### config.mk
export PLATFORM = sky130hd
export DESIGN_NAME = inst_mem_loader
export DESIGN_NICKNAME = d
export VERILOG_FILES = /design/src/rtl/inst_mem_loader.sv
export SDC_FILE = /design/constraint.sdc
export NUM_CORES = 1
export LEC_CHECK = 0
export CAP_MARGIN = 20
export CORE_MARGIN = 8
export CORE_UTILIZATION = 45
export CTS_CLUSTER_DIAMETER = 150
export CTS_CLUSTER_SIZE = 20
export DETAILED_ROUTE_END_ITERATION = 16
export GPL_ROUTABILITY_DRIVEN = 0
export PLACE_DENSITY = 0.73
export SYNTH_ARGS = -nofsm -noshare
export SYNTH_HDL_FRONTEND = slang
export SYNTH_SLANG_ARGS = --single-unit
### constraint.sdc
create_clock -name clk -period 5 [get_ports clk]
set_input_delay 0.5 -clock clk [delete_from_list [all_inputs] [get_ports clk]]
set_output_delay 0.5 -clock clk [all_outputs]
set_load 0.05 [all_outputs]
### src/rtl/inst_mem_loader.sv
// Instruction-memory loader: assembles 16-bit words from switch bytes (high byte first)
// and writes them sequentially into instruction memory, stalling the core while loading.
module inst_mem_loader #(
  parameter int unsigned INST_WIDTH = 16,
  parameter int unsigned BYTE_WIDTH = 8,
  parameter int unsigned ADDR_WIDTH = 8
) (
  input  logic                  clk,
  input  logic                  rst,
  input  logic                  load_en,
  input  logic [BYTE_WIDTH-1:0] byte_in,
  input  logic                  byte_strobe,
  output logic                  im_we,
  output logic [ADDR_WIDTH-1:0] im_addr,
  output logic [INST_WIDTH-1:0] im_wdata,
  output logic                  proc_stall,
  output logic                  load_done,
  output logic                  mem_full,
  output logic [ADDR_WIDTH:0]   words_loaded
);

  typedef enum logic [1:0] {StIdle, StLoadHi, StLoadLo, StWrite} state_e;

  localparam logic [ADDR_WIDTH:0] Capacity = {1'b1, {ADDR_WIDTH{1'b0}}};

  state_e                state_q, state_d;
  logic                  load_en_meta_q, load_en_s_q;
  logic                  strobe_meta_q, strobe_sync_q, strobe_prev_q;
  logic                  strobe_edge;
  logic [BYTE_WIDTH-1:0] hi_byte_q, hi_byte_d;
  logic [INST_WIDTH-1:0] wdata_q, wdata_d;
  logic [ADDR_WIDTH-1:0] addr_q, addr_d;
  logic [ADDR_WIDTH:0]   count_q, count_d;
  logic                  full_q, full_d;
  logic                  done_q, done_d;
  logic                  we_q, we_d;
  logic                  stall_q, stall_d;

  // A held strobe produces a single pulse on its synchronized rising edge.
  assign strobe_edge = strobe_sync_q & ~strobe_prev_q;

  always_comb begin
    state_d   = state_q;
    hi_byte_d = hi_byte_q;
    wdata_d   = wdata_q;
    addr_d    = addr_q;
    count_d   = count_q;
    full_d    = full_q;
    done_d    = done_q;
    case (state_q)
      StIdle: begin
        if (load_en_s_q) begin
          state_d = StLoadHi;
          addr_d  = '0;
          count_d = '0;
          full_d  = 1'b0;
          done_d  = 1'b0;
        end
      end
      StLoadHi: begin
        // A falling load_en outranks a strobe edge in the same cycle.
        if (!load_en_s_q) begin
          state_d = StIdle;
          done_d  = 1'b1;
        end else if (strobe_edge && !full_q) begin
          hi_byte_d = byte_in;
          state_d   = StLoadLo;
        end
      end
      StLoadLo: begin
        if (!load_en_s_q) begin
          state_d = StIdle;
          done_d  = 1'b1;
        end else if (strobe_edge) begin
          wdata_d = {hi_byte_q, byte_in};
          state_d = StWrite;
        end
      end
      StWrite: begin
        addr_d  = addr_q + 1'b1;
        count_d = count_q + 1'b1;
        full_d  = (count_d == Capacity);
        if (load_en_s_q) begin
          state_d = StLoadHi;
        end else begin
          state_d = StIdle;
          done_d  = 1'b1;
        end
      end
      default: state_d = StIdle;
    endcase
    we_d    = (state_d == StWrite);
    stall_d = (state_d != StIdle);
  end

  always_ff @(posedge clk or posedge rst) begin
    if (rst) begin
      state_q        <= StIdle;
      load_en_meta_q <= 1'b0;
      load_en_s_q    <= 1'b0;
      strobe_meta_q  <= 1'b0;
      strobe_sync_q  <= 1'b0;
      strobe_prev_q  <= 1'b0;
      hi_byte_q      <= '0;
      wdata_q        <= '0;
      addr_q         <= '0;
      count_q        <= '0;
      full_q         <= 1'b0;
      done_q         <= 1'b0;
      we_q           <= 1'b0;
      stall_q        <= 1'b0;
    end else begin
      state_q        <= state_d;
      load_en_meta_q <= load_en;
      load_en_s_q    <= load_en_meta_q;
      strobe_meta_q  <= byte_strobe;
      strobe_sync_q  <= strobe_meta_q;
      strobe_prev_q  <= strobe_sync_q;
      hi_byte_q      <= hi_byte_d;
      wdata_q        <= wdata_d;
      addr_q         <= addr_d;
      count_q        <= count_d;
      full_q         <= full_d;
      done_q         <= done_d;
      we_q           <= we_d;
      stall_q        <= stall_d;
    end
  end

  assign im_we        = we_q;
  assign im_addr      = addr_q;
  assign im_wdata     = wdata_q;
  assign proc_stall   = stall_q;
  assign load_done    = done_q;
  assign mem_full     = full_q;
  assign words_loaded = count_q;

endmodule

* After elaboration in Yosys (flattened, before gate mapping)
Cells that the tools add are included.
** Operators by class
- $add $sub $neg :: 2
- Equal/unequal tests :: 7
- Bitwise gates (word level) :: 2
- Muxes and demuxes :: 15
- Reductions and logical operators :: 10
** Operators by type and width (count)
- 9-bit case mux with 2 select lines :: 1
- 8-bit case mux with 2 select lines :: 1
- 2-bit 2-to-1 mux :: 5
- 9-bit by 1-bit adder with 9-bit output, second input constant :: 1
- 9-bit == test, second input constant :: 1
- 9-bit 2-to-1 mux :: 1
- 8-bit by 1-bit adder with 8-bit output, second input constant :: 1
- 8-bit 2-to-1 mux :: 1
- 2-bit case mux with 4 select lines :: 1
- 2-bit == test, second input constant :: 3
- 3-bit AND reduction :: 2
- 2-bit != test, second input constant :: 2
- 1-bit case mux with 2 select lines :: 2
- 2-bit AND reduction :: 2
- 2-bit nonzero test :: 2
- 1-bit 2-to-1 mux :: 3
- 3-bit OR reduction :: 1
- 2-bit by 1-bit == test with 1-bit output, second input constant :: 1
- 2-bit logical NOT :: 1
- 1-bit AND :: 1
- 1-bit logical AND :: 1
- 1-bit logical NOT :: 1
- 1-bit NOT :: 1
** Word-level totals
- Register bits :: 52
- Logic and storage cells :: 50
- Input port bits :: 12
- Output and inout bits :: 37

* Logic depth before layout (Yosys ltp)
Gate-level depths: netlist (run 1).
- Word-level depth :: 7
- Depth in mapped cells :: 7
- Mapped depth without buffers :: 5

* Worst setup path after synthesis (run 1)
No wires, ideal clock.
- Kind :: reg2reg
- From :: register state_q[0]
- To :: register wdata_q[0] (netlist: im_wdata[0])
- Slack :: 3332 ps
- Data required time :: 4875 ps
- Library setup time :: 125 ps
- Arrival :: 1543 ps
- Clock period less this slack :: 1668 ps
- Cell stages (with the launch flop) :: 6
- Path buffers :: 2
- Path through :: dfrtp_1 -> buf_6 -> nand3b_1 -> nor3b_4 -> buf_12 -> mux2_4
** Between the ends
- Cells in the longest elaborated chain, start to end :: 2
** RTL lines
- from (decl) :: RTL line 26 : state_e state_q, state_d;
- from (signal assigned) :: RTL line 98 : state_q <= StIdle;
- from (signal assigned) :: RTL line 113 : state_q <= state_d;
- 2-bit == test :: RTL line 50 : case (state_q)
- 3-bit AND reduction (no line)
- to (signal assigned) :: RTL line 120 : wdata_q <= wdata_d;
- to (decl) :: RTL line 31 : logic [INST_WIDTH-1:0] wdata_q, wdata_d;
Every way passes these cells.
A chain may end at the register's enable or synchronous reset.

* Worst setup path after layout (run 1)
- From :: register addr_q[0] (netlist: im_addr[0])
- To :: output im_addr[0]
** RTL lines
- from (decl) :: RTL line 32 : logic [ADDR_WIDTH-1:0] addr_q, addr_d;
- from (signal assigned) :: RTL line 121 : addr_q <= addr_d;
- to (decl) :: RTL line 14 : output logic [ADDR_WIDTH-1:0] im_addr,
No word-level cell between the ends.

==> reports/metrics.yaml, run 1 <==
finalSetupViolCount: 0
postCtsHoldBufs: 0
max_freq_mhz: 462.0
insertion_delay_ns: 0.30
cts_buffers: 5
avgSynthCellArea_sq_um: 12.49
ys_seq_area_frac: 0.5953
yosysTopAreaCell: "dfrtp_1"
r2r-start: "state_q[0]"
swShare: 0.2571
critical_path_required_ns: 4.50
grt_antenna_before_repair: 0
grt_usage: 0.1214
numPortBuffers: 48
fp.dieH_um: 85.70
rsz0062_at_grt: "no"
fp.coreArea_sq_um: 4692
via_per_inst: 5.422
worst_pin_slew_ns: 0.9705
yosys_warnings: 0
antennaDiodeCount: 0
p_per_area_nw_per_um2: 372.3
cp_top_family: "buffers and inverters"
clockBufferDepth: 2
slew_headroom: 0.3523
synth_edf_count: 0
status: "finished, final reports clean"
cts_setup_buffers: 0
ant_nets: 0
dr_total_vias: 1502
cp_slowest_cell: "clkdlybuf4s50_1"
core.rowCount: 25
grt_pass1_wl_um: 7196
grt_start_max_net_pins: 53
leakage_nw: 1.290
htree_levels: 2
ys_types: 31
worstSetupPathType: "flop to primary output"
r2r_slack_ns: 2.93
finalSetupTns_ns: 0
cts-root-buf: "clkbuf_8"
drive_gt1_frac: 0.1614
holdWs_ns: 0.3566
min_path_cells: 0
drv_slew: 0
synthCells: 175
pwr-share-comb: 0.176
synthArstFlopShare: 1.000
initial_core_util: 0.4659
path_max_fanout: 8
finalHoldViolCount: 0
min-delay-start: "strobe_meta_q"
hp-class: "flop to flop"
vdd_drop_max_uv: 242.2
yosysMostFrequentCell: "dfrtp_1"
pwr-share-seq: 0.458
worstRegToRegCells: 3
tritoncts: "done"
wire_per_inst_um: 15.45
finalCritPeriodShare: 0.4329
drv_cap: 0
crit_buf_inv: 1
p_sw_w: 0.0002725
syn2layout_area_growth_pct: 30.22
cts.clk_slew.worst_paths_ns: 0.09
dp_hpwl_um: 2954
route.detailed.drc: 0
synth_area_leaders: "dfrtp_1 (60%), mux2_2 (7.7%), mux2_4 (6.2%), o21ai_1 (3.7%), nand2_1 (3.4%)"
die_area_sq_um: 7344
synth_flop_cell: "dfrtp_1"
min_to: "strobe_sync_q"
drt_iter0_drc: 80
finClkSkew_ns: 0.01067
syn-cell-area_sq_um: 2186
grt_pass1_vias: 1519
cts_sinks: 52
startpoint_type: "flop"
p_clk_frac: 0.366
r2r-end: "im_wdata[14]"
endpoint_kind: "primary output"
yosys-top-cells-count: "dfrtp_1 (52), nand2_1 (20), o21ai_1 (16), mux2_2 (15), mux2_4 (9)"
p_int_w: 0.0007874
critPathMaxStageDelay_ns: 0.86
cp_data_arrival_time_ns: 1.66
min_period_ns: 2.164
die_w_um: 85.70
ios: 49
fill_cells: 385
path_cells: "clkdlybuf4s50_1"
routed_wl_um: 4280
yosys.area.top_type_share: 0.5953
fin_nets: 236
first_pass_iters: 4
syn_nets: 189
ctsResizeCount: 0
grt_overflow_total: 0
synth-seq-cells: 52
state kept, by name, indices dropped and copies added (netlist names):
| name | flops |
|---|---|
| strobe_prev_q | 1 |
| load_en_meta_q | 1 |
| im_addr | 8 |
| hi_byte_q | 8 |
| strobe_meta_q | 1 |
| im_we | 1 |
| load_en_s_q | 1 |
| words_loaded | 9 |
| mem_full | 1 |
| im_wdata | 16 |
| state_q | 2 |
| proc_stall | 1 |
| load_done | 1 |
| strobe_sync_q | 1 |
worst max-delay path by stage:
stage | startpoint | end | slack (ns) | cells past startpoint
after CTS | words_loaded[3] | words_loaded[3] | 2.84 | 1
after global routing | im_addr[0] | im_addr[0] | 2.77 | 1
after global placement | state_q[0] | im_wdata[12] | 2.96 | 3
final | im_addr[0] | im_addr[0] | 2.84 | 1
after detailed placement | state_q[0] | im_wdata[10] | 2.94 | 3
after floorplan | rst | hi_byte_q[0] | 3.24 | 1
placed cells by master (no fill, tap or decap), types with 2 or more instances in the layout:
| master | n |
|---|---|
| a31oi_1 | 7 |
| and3_1 | 3 |
| bufinv_16 | 3 |
| clkbuf_8 | 5 |
| clkdlybuf4s50_1 | 48 |
| dfrtp_1 | 52 |
| ha_1 | 2 |
| mux2_2 | 15 |
| mux2_4 | 9 |
| mux2i_1 | 3 |
| nand2_1 | 20 |
| nand3_1 | 5 |
| nand3b_1 | 2 |
| nand4_1 | 7 |
| nor2_1 | 6 |
| o21ai_0 | 4 |
| o21ai_1 | 16 |
| o31ai_1 | 2 |
per-stage QoR:
| step | util | std cells | setup slack, ns | area, sq um | total power [W] |
|---|---|---|---|---|---|
| after global routing | 0.6067 | 277 | 2.766 | 2846 | 0.001104 |
| final | 0.6067 | 277 | 2.836 | 2846 | 0.001060 |
| after global placement | 0.5685 | 268 | 2.957 | 2668 | 0.0006778 |
| after detailed placement | 0.5685 | 268 | 2.939 | 2668 | 0.0006809 |
| after CTS | 0.6024 | 276 | 2.841 | 2826 | 0.001070 |
| after floorplan | - | 175 | 3.242 | 2186 | 0.0006166 |
layout make-up:
class	count	area (sq um)	share of cell area
clock buffers	5	68.82	0.02418
clock inverters	3	90.09	0.03165
inverters	2	7.507	0.002637
multi-input cells	112	810.8	0.2848
flip-flops and latches	52	1301	0.4571
well taps	54	67.56	0.02374
repair buffers	49	500.5	0.1758
kinds of logic (layout without fill, tap and decap cells):
family	after synthesis	in the layout	synth area share
flops	52	52	0.5953
simple gates	51	51	0.1236
compound gates	32	32	0.08300
mux	27	27	0.1528
buf+inv	11	59	0.03377
fa+ha+maj	2	2	0.01145
power groups by stage:
stage / combinational [W] / clock (W) / sequential, W
2_1_floorplan: 0.0000574 / 0 / 0.000559
3_3_place_gp: 0.000185 / 0 / 0.000492
3_5_place_dp: 0.000188 / 0 / 0.000493
4_1_cts: 0.000188 / 0.000397 / 0.000486
5_1_grt: 0.000198 / 0.000415 / 0.000491
6_report: 0.000187 / 0.000388 / 0.000485
per-layer routing:
layer / vias up / GRT usage / routed length [um]
met4: 0 / 0.03981 / 47
met5: - / 0 / 0
met3: 6 / 0.04776 / 321
met2: 53 / 0.1798 / 1900
li1: 722 / - / -
met1: 721 / 0.1577 / 2010
Note: power is estimated with default switching activity, not from simulation.
==> inputs of run 2 (changes only) <==
==> constraint.sdc (replaced) <==
create_clock -name clk -period 2.25 [get_ports clk]
set_input_delay 0.225 -clock clk [delete_from_list [all_inputs] [get_ports clk]]
set_output_delay 0.225 -clock clk [all_outputs]
set_load 0.05 [all_outputs]
==> reports/metrics.yaml, run 2 (synthesis results as in run 1) <==
fp.dieH_um: 85.70  # unchanged
grt_overflow_total: 0  # unchanged
die_w_um: 85.70  # unchanged
cts.clk_slew.worst_paths_ns: 0.09  # about the same
die_area_sq_um: 7344  # unchanged
drive_gt1_frac: 0.1652  # +0.003744
syn2layout_area_growth_pct: 29.08
routed_wl_um: 4333  # +1.2%
numPortBuffers: 48  # unchanged
core.rowCount: 25  # unchanged
critical_path_required_ns: 2.03  # -2.47 ns
vdd_drop_max_uv: 510.5  # +110%
dr_total_vias: 1511  # +0.60%
postCtsHoldBufs: 0  # unchanged
htree_levels: 2  # unchanged
grt_start_max_net_pins: 53  # unchanged
finalSetupViolCount: 0  # unchanged
critPathMaxStageDelay_ns: 0.86  # about the same
ant_nets: 0  # unchanged
most-common-layout-cells: "dfrtp_1 (52), clkdlybuf4s50_1 (48), nand2_1 (20), o21ai_1 (16), mux2_2 (15)"
min_period_ns: 1.877
ctsResizeCount: 0  # unchanged
leakage_nw: 1.281  # -0.65%
worstSetupPathType: "flop to primary output"
route.detailed.drc: 0  # unchanged
drt_iter0_drc: 89  # +11%
worstRegToRegCells: 4  # +1
cts_sinks: 52  # unchanged
startpoint_type: "flop"
r2r_slack_ns: 0.55  # -2.38 ns
finalCritPeriodShare: 0.8341
dp_hpwl_um: 2941  # -0.45%
wire_per_inst_um: 15.59  # +0.87%
cp_data_arrival_time_ns: 1.65  # about the same
grt_pass1_wl_um: 7279  # +1.2%
utilization: 0.6013  # -0.005334
via_per_inst: 5.435  # +0.24%
tritoncts: "done"
endpoint_kind: "primary output"
holdWs_ns: 0.2721  # -0.08452 ns
hp-class: "input pin to async pin"
fp.coreArea_sq_um: 4692  # unchanged
grt_antenna_before_repair: 0  # unchanged
crit_buf_inv: 1  # unchanged
status: "finished, final reports clean"
cp_top_family: "buffers and inverters"
drv_slew: 0  # unchanged
insertion_delay_ns: 0.30  # about the same
initial_core_util: 0.4659  # unchanged
grt_usage: 0.1230  # +0.001628
fin_nets: 237  # +0.42%
grt_pass1_vias: 1566  # +3.1%
path_cells: "clkdlybuf4s50_1"
r2r-end: "im_wdata[9]"
finClkSkew_ns: 0.005603  # -0.005065 ns
p_per_area_nw_per_um2: 774.4  # +110%
final_common_cell: "dfrtp_1"
slew_headroom: 0.6481  # +0.2958
ios: 49  # unchanged
cts_setup_buffers: 0  # unchanged
finalSetupTns_ns: 0  # unchanged
cp_slowest_cell: "clkdlybuf4s50_1"
drv_cap: 0  # unchanged
clockBufferDepth: 2  # unchanged
finalHoldViolCount: 0  # unchanged
worst_pin_slew_ns: 0.5266  # -0.4439 ns
path_max_fanout: 9  # +1
cts_buffers: 5  # unchanged
antennaDiodeCount: 0  # unchanged
first_pass_iters: 4  # unchanged
r2r-start: "state_q[0]"
largest_reg_flops: 16  # unchanged
max_freq_mhz: 532.8
rsz0062_at_grt: "no"
cts-root-buf: "clkbuf_8"
[run 2: worst register-to-register path: cells and delay by family, from the launching register on]
family	cells	cell delay, ns
simple gates	2	0.44
flops	1	0.46
mux	1	0.38
buf+inv	1	0.30
[run 2: cell type report]
class                      instances  area [sq um]
tap                               54         67.56
clock buffer                       7         96.34
sequential                        52          1301
multi-input combinational        112         810.8
timing repair buffer              50         508.0
clock inverter                     1         30.03
fill                             389          1871
inverter                           2         7.507
[run 2: metal layers]
layer	global-route usage	part of all wire	up-vias
li1	-	-	718
met1	0.1494	0.46	744
met2	0.1883	0.46	44
met3	0.05158	0.075	5
met4	0.04936	0.015	0
met5	0	0	-
[run 2: worst max path at each step]
stage / depth (start not counted) / from / slack (ns) / end
final: 1 / words_loaded[3] / 0.37 / words_loaded[3]
after global routing: 1 / im_addr[0] / 0.32 / im_addr[0]
after CTS: 1 / words_loaded[3] / 0.35 / words_loaded[3]
after detailed placement: 4 / state_q[0] / 0.57 / im_wdata[9]
after global placement: 4 / state_q[0] / 0.62 / im_wdata[9]
after floorplan: 5 / state_q[0] / 0.58 / im_wdata[0]
[run 2: metrics by stage]
step / cell area, sq um / cells / power, W / setup slack, ns
3_5_place_dp: 2695 / 270 / 0.001518 / 0.5747
6_report: 2821 / 278 / 0.002185 / 0.3733
2_1_floorplan: 2186 / 175 / 0.001370 / 0.5818
4_1_cts: 2821 / 278 / 0.002205 / 0.3532
3_3_place_gp: 2695 / 270 / 0.001511 / 0.6249
5_1_grt: 2821 / 278 / 0.002264 / 0.3183
[run 2: report_power, final]
| group | internal, W | switching, W | total [W] |
|---|---|---|---|
| Combinational | 0.000172 | 0.000245 | 0.000417 |
| Sequential | 0.00102 | 0.0000551 | 0.00108 |
| Clock | 0.000393 | 0.000297 | 0.000690 |
| Total | 0.00159 | 0.000598 | 0.00218 |
==> inputs of run 3 (changes only) <==
==> constraint.sdc (replaced) <==
create_clock -name clk -period 1.9 [get_ports clk]
set_input_delay 0.19 -clock clk [delete_from_list [all_inputs] [get_ports clk]]
set_output_delay 0.19 -clock clk [all_outputs]
set_load 0.05 [all_outputs]
==> reports/metrics.yaml, run 3 (synthesis results as in run 1) <==
critical_path_required_ns: 1.71  # -0.32 ns
grt_start_max_net_pins: 53  # unchanged
grt_overflow_total: 0  # unchanged
largest_reg_flops: 16  # unchanged
min_period_ns: 1.835
cp_data_arrival_time_ns: 1.64  # about the same
finalCritPeriodShare: 0.9655
instances_no_fill: 281  # +1.1%
crit_buf_inv: 1  # unchanged
drt_iter0_drc: 67  # -25%
insertion_delay_ns: 0.30  # about the same
fin_nets: 240  # +1.3%
cts.clk_slew.worst_paths_ns: 0.09  # about the same
worst_pin_slew_ns: 0.5145  # -0.01207 ns
startpoint_type: "flop"
vdd_drop_max_uv: 474.2  # -7.1%
finalSetupViolCount: 0  # unchanged
path_cells: "clkdlybuf4s50_1"
wire_per_inst_um: 15.36  # -1.4%
fp.coreArea_sq_um: 4692  # unchanged
status: "finished, final reports clean"
drive_gt1_frac: 0.1674  # +0.002222
dr_total_vias: 1520  # +0.60%
fp.dieH_um: 85.70  # unchanged
ant_nets: 0  # unchanged
first_pass_iters: 4  # unchanged
grt_pass1_vias: 1619  # +3.4%
dp_hpwl_um: 3045  # +3.5%
critPathMaxStageDelay_ns: 0.86  # about the same
finClkSkew_ns: 0.005491  # -0.0001117 ns
core.rowCount: 25  # unchanged
cp_slowest_cell: "clkdlybuf4s50_1"
antennaDiodeCount: 0  # unchanged
drv_cap: 0  # unchanged
via_per_inst: 5.409  # -0.48%
rsz0062_at_grt: "no"
p_per_area_nw_per_um2: 850.7  # +9.9%
die_w_um: 85.70  # unchanged
routed_wl_um: 4317  # -0.37%
clockBufferDepth: 2  # unchanged
ctsResizeCount: 0  # unchanged
worstSetupPathType: "flop to primary output"
die_area_sq_um: 7344  # unchanged
max_freq_mhz: 545.1
cts_sinks: 52  # unchanged
dp.cells: 273  # +1.1%
slew_headroom: 0.6559  # +0.007824
route.detailed.drc: 0  # unchanged
finalHoldViolCount: 0  # unchanged
grt_antenna_before_repair: 0  # unchanged
numPortBuffers: 48  # unchanged
path_max_fanout: 9  # unchanged
finalSetupTns_ns: 0  # unchanged
final_common_cell: "dfrtp_1"
postCtsHoldBufs: 0  # unchanged
htree_levels: 2  # unchanged
initial_core_util: 0.4659  # unchanged
startpoint: "words_loaded[3]"
r2r_slack_ns: 0.30  # -0.25 ns
cts_buffers: 5  # unchanged
r2r-start: "state_q[0]"
cp_top_family: "buffers and inverters"
drv_slew: 0  # unchanged
syn2layout_area_growth_pct: 29.25
grt_pass1_wl_um: 7555  # +3.8%
cts_setup_buffers: 0  # unchanged
cts-root-buf: "clkbuf_8"
most-common-layout-cells: "dfrtp_1 (52), clkdlybuf4s50_1 (46), nand2_1 (20), o21ai_1 (16), mux2_2 (15)"
hp-class: "input pin to async pin"
endpoint_kind: "primary output"
tritoncts: "done"
grt_usage: 0.1266  # +0.003549
ios: 49  # unchanged
leakage_nw: 1.314  # +2.5%
run 3: final cells by class:
class,instances,area (sq um)
sequential,52,1301
multi-input combinational,112,810.8
timing repair buffer,53,548.0
inverter,2,7.507
fill,407,1867
tap,54,67.56
clock buffer,8,90.09
run 3: worst paths after layout:
check / end / cells past startpoint
min in group clk: strobe_meta_q / 1
min: im_wdata[3] / 3
max reg2reg: im_wdata[10] / 4
max: words_loaded[3] / 1
max in group asynchronous: load_en_s_q / 3
min reg2reg: strobe_sync_q / 0
run 3: per-stage QoR:
step / hold slack, ns / utilization / setup WS, ns / area (sq um) / total power (W)
after detailed placement: 0.3409 / 0.5819 / 0.3054 / 2730 / 0.001802
after CTS: 0.2483 / 0.6011 / 0.04588 / 2820 / 0.002440
after global placement: 0.3355 / 0.5819 / 0.3466 / 2730 / 0.001792
after global routing: 0.2528 / 0.6021 / 0.003634 / 2825 / 0.002523
final: 0.2462 / 0.6021 / 0.06550 / 2825 / 0.002403
after floorplan: 0.2214 / - / 0.2318 / 2186 / 0.001623
run 3: metal layers:
metal	track usage	vias to the layer above	wire length, um
li1	-	727	-
met1	0.1456	746	1921
met2	0.2073	42	2022
met3	0.05826	5	344
met4	0.03344	0	29
met5	0	-	0
run 3: power by group:
group	total (W)	switching, W	internal (W)	leakage, nW
clock	0.000628	0.000331	0.000298	0.0455
combinational	0.000498	0.000292	0.000207	0.586
sequential	0.00128	0.0000658	0.00121	0.682
total	0.00240	0.000688	0.00172	1.31
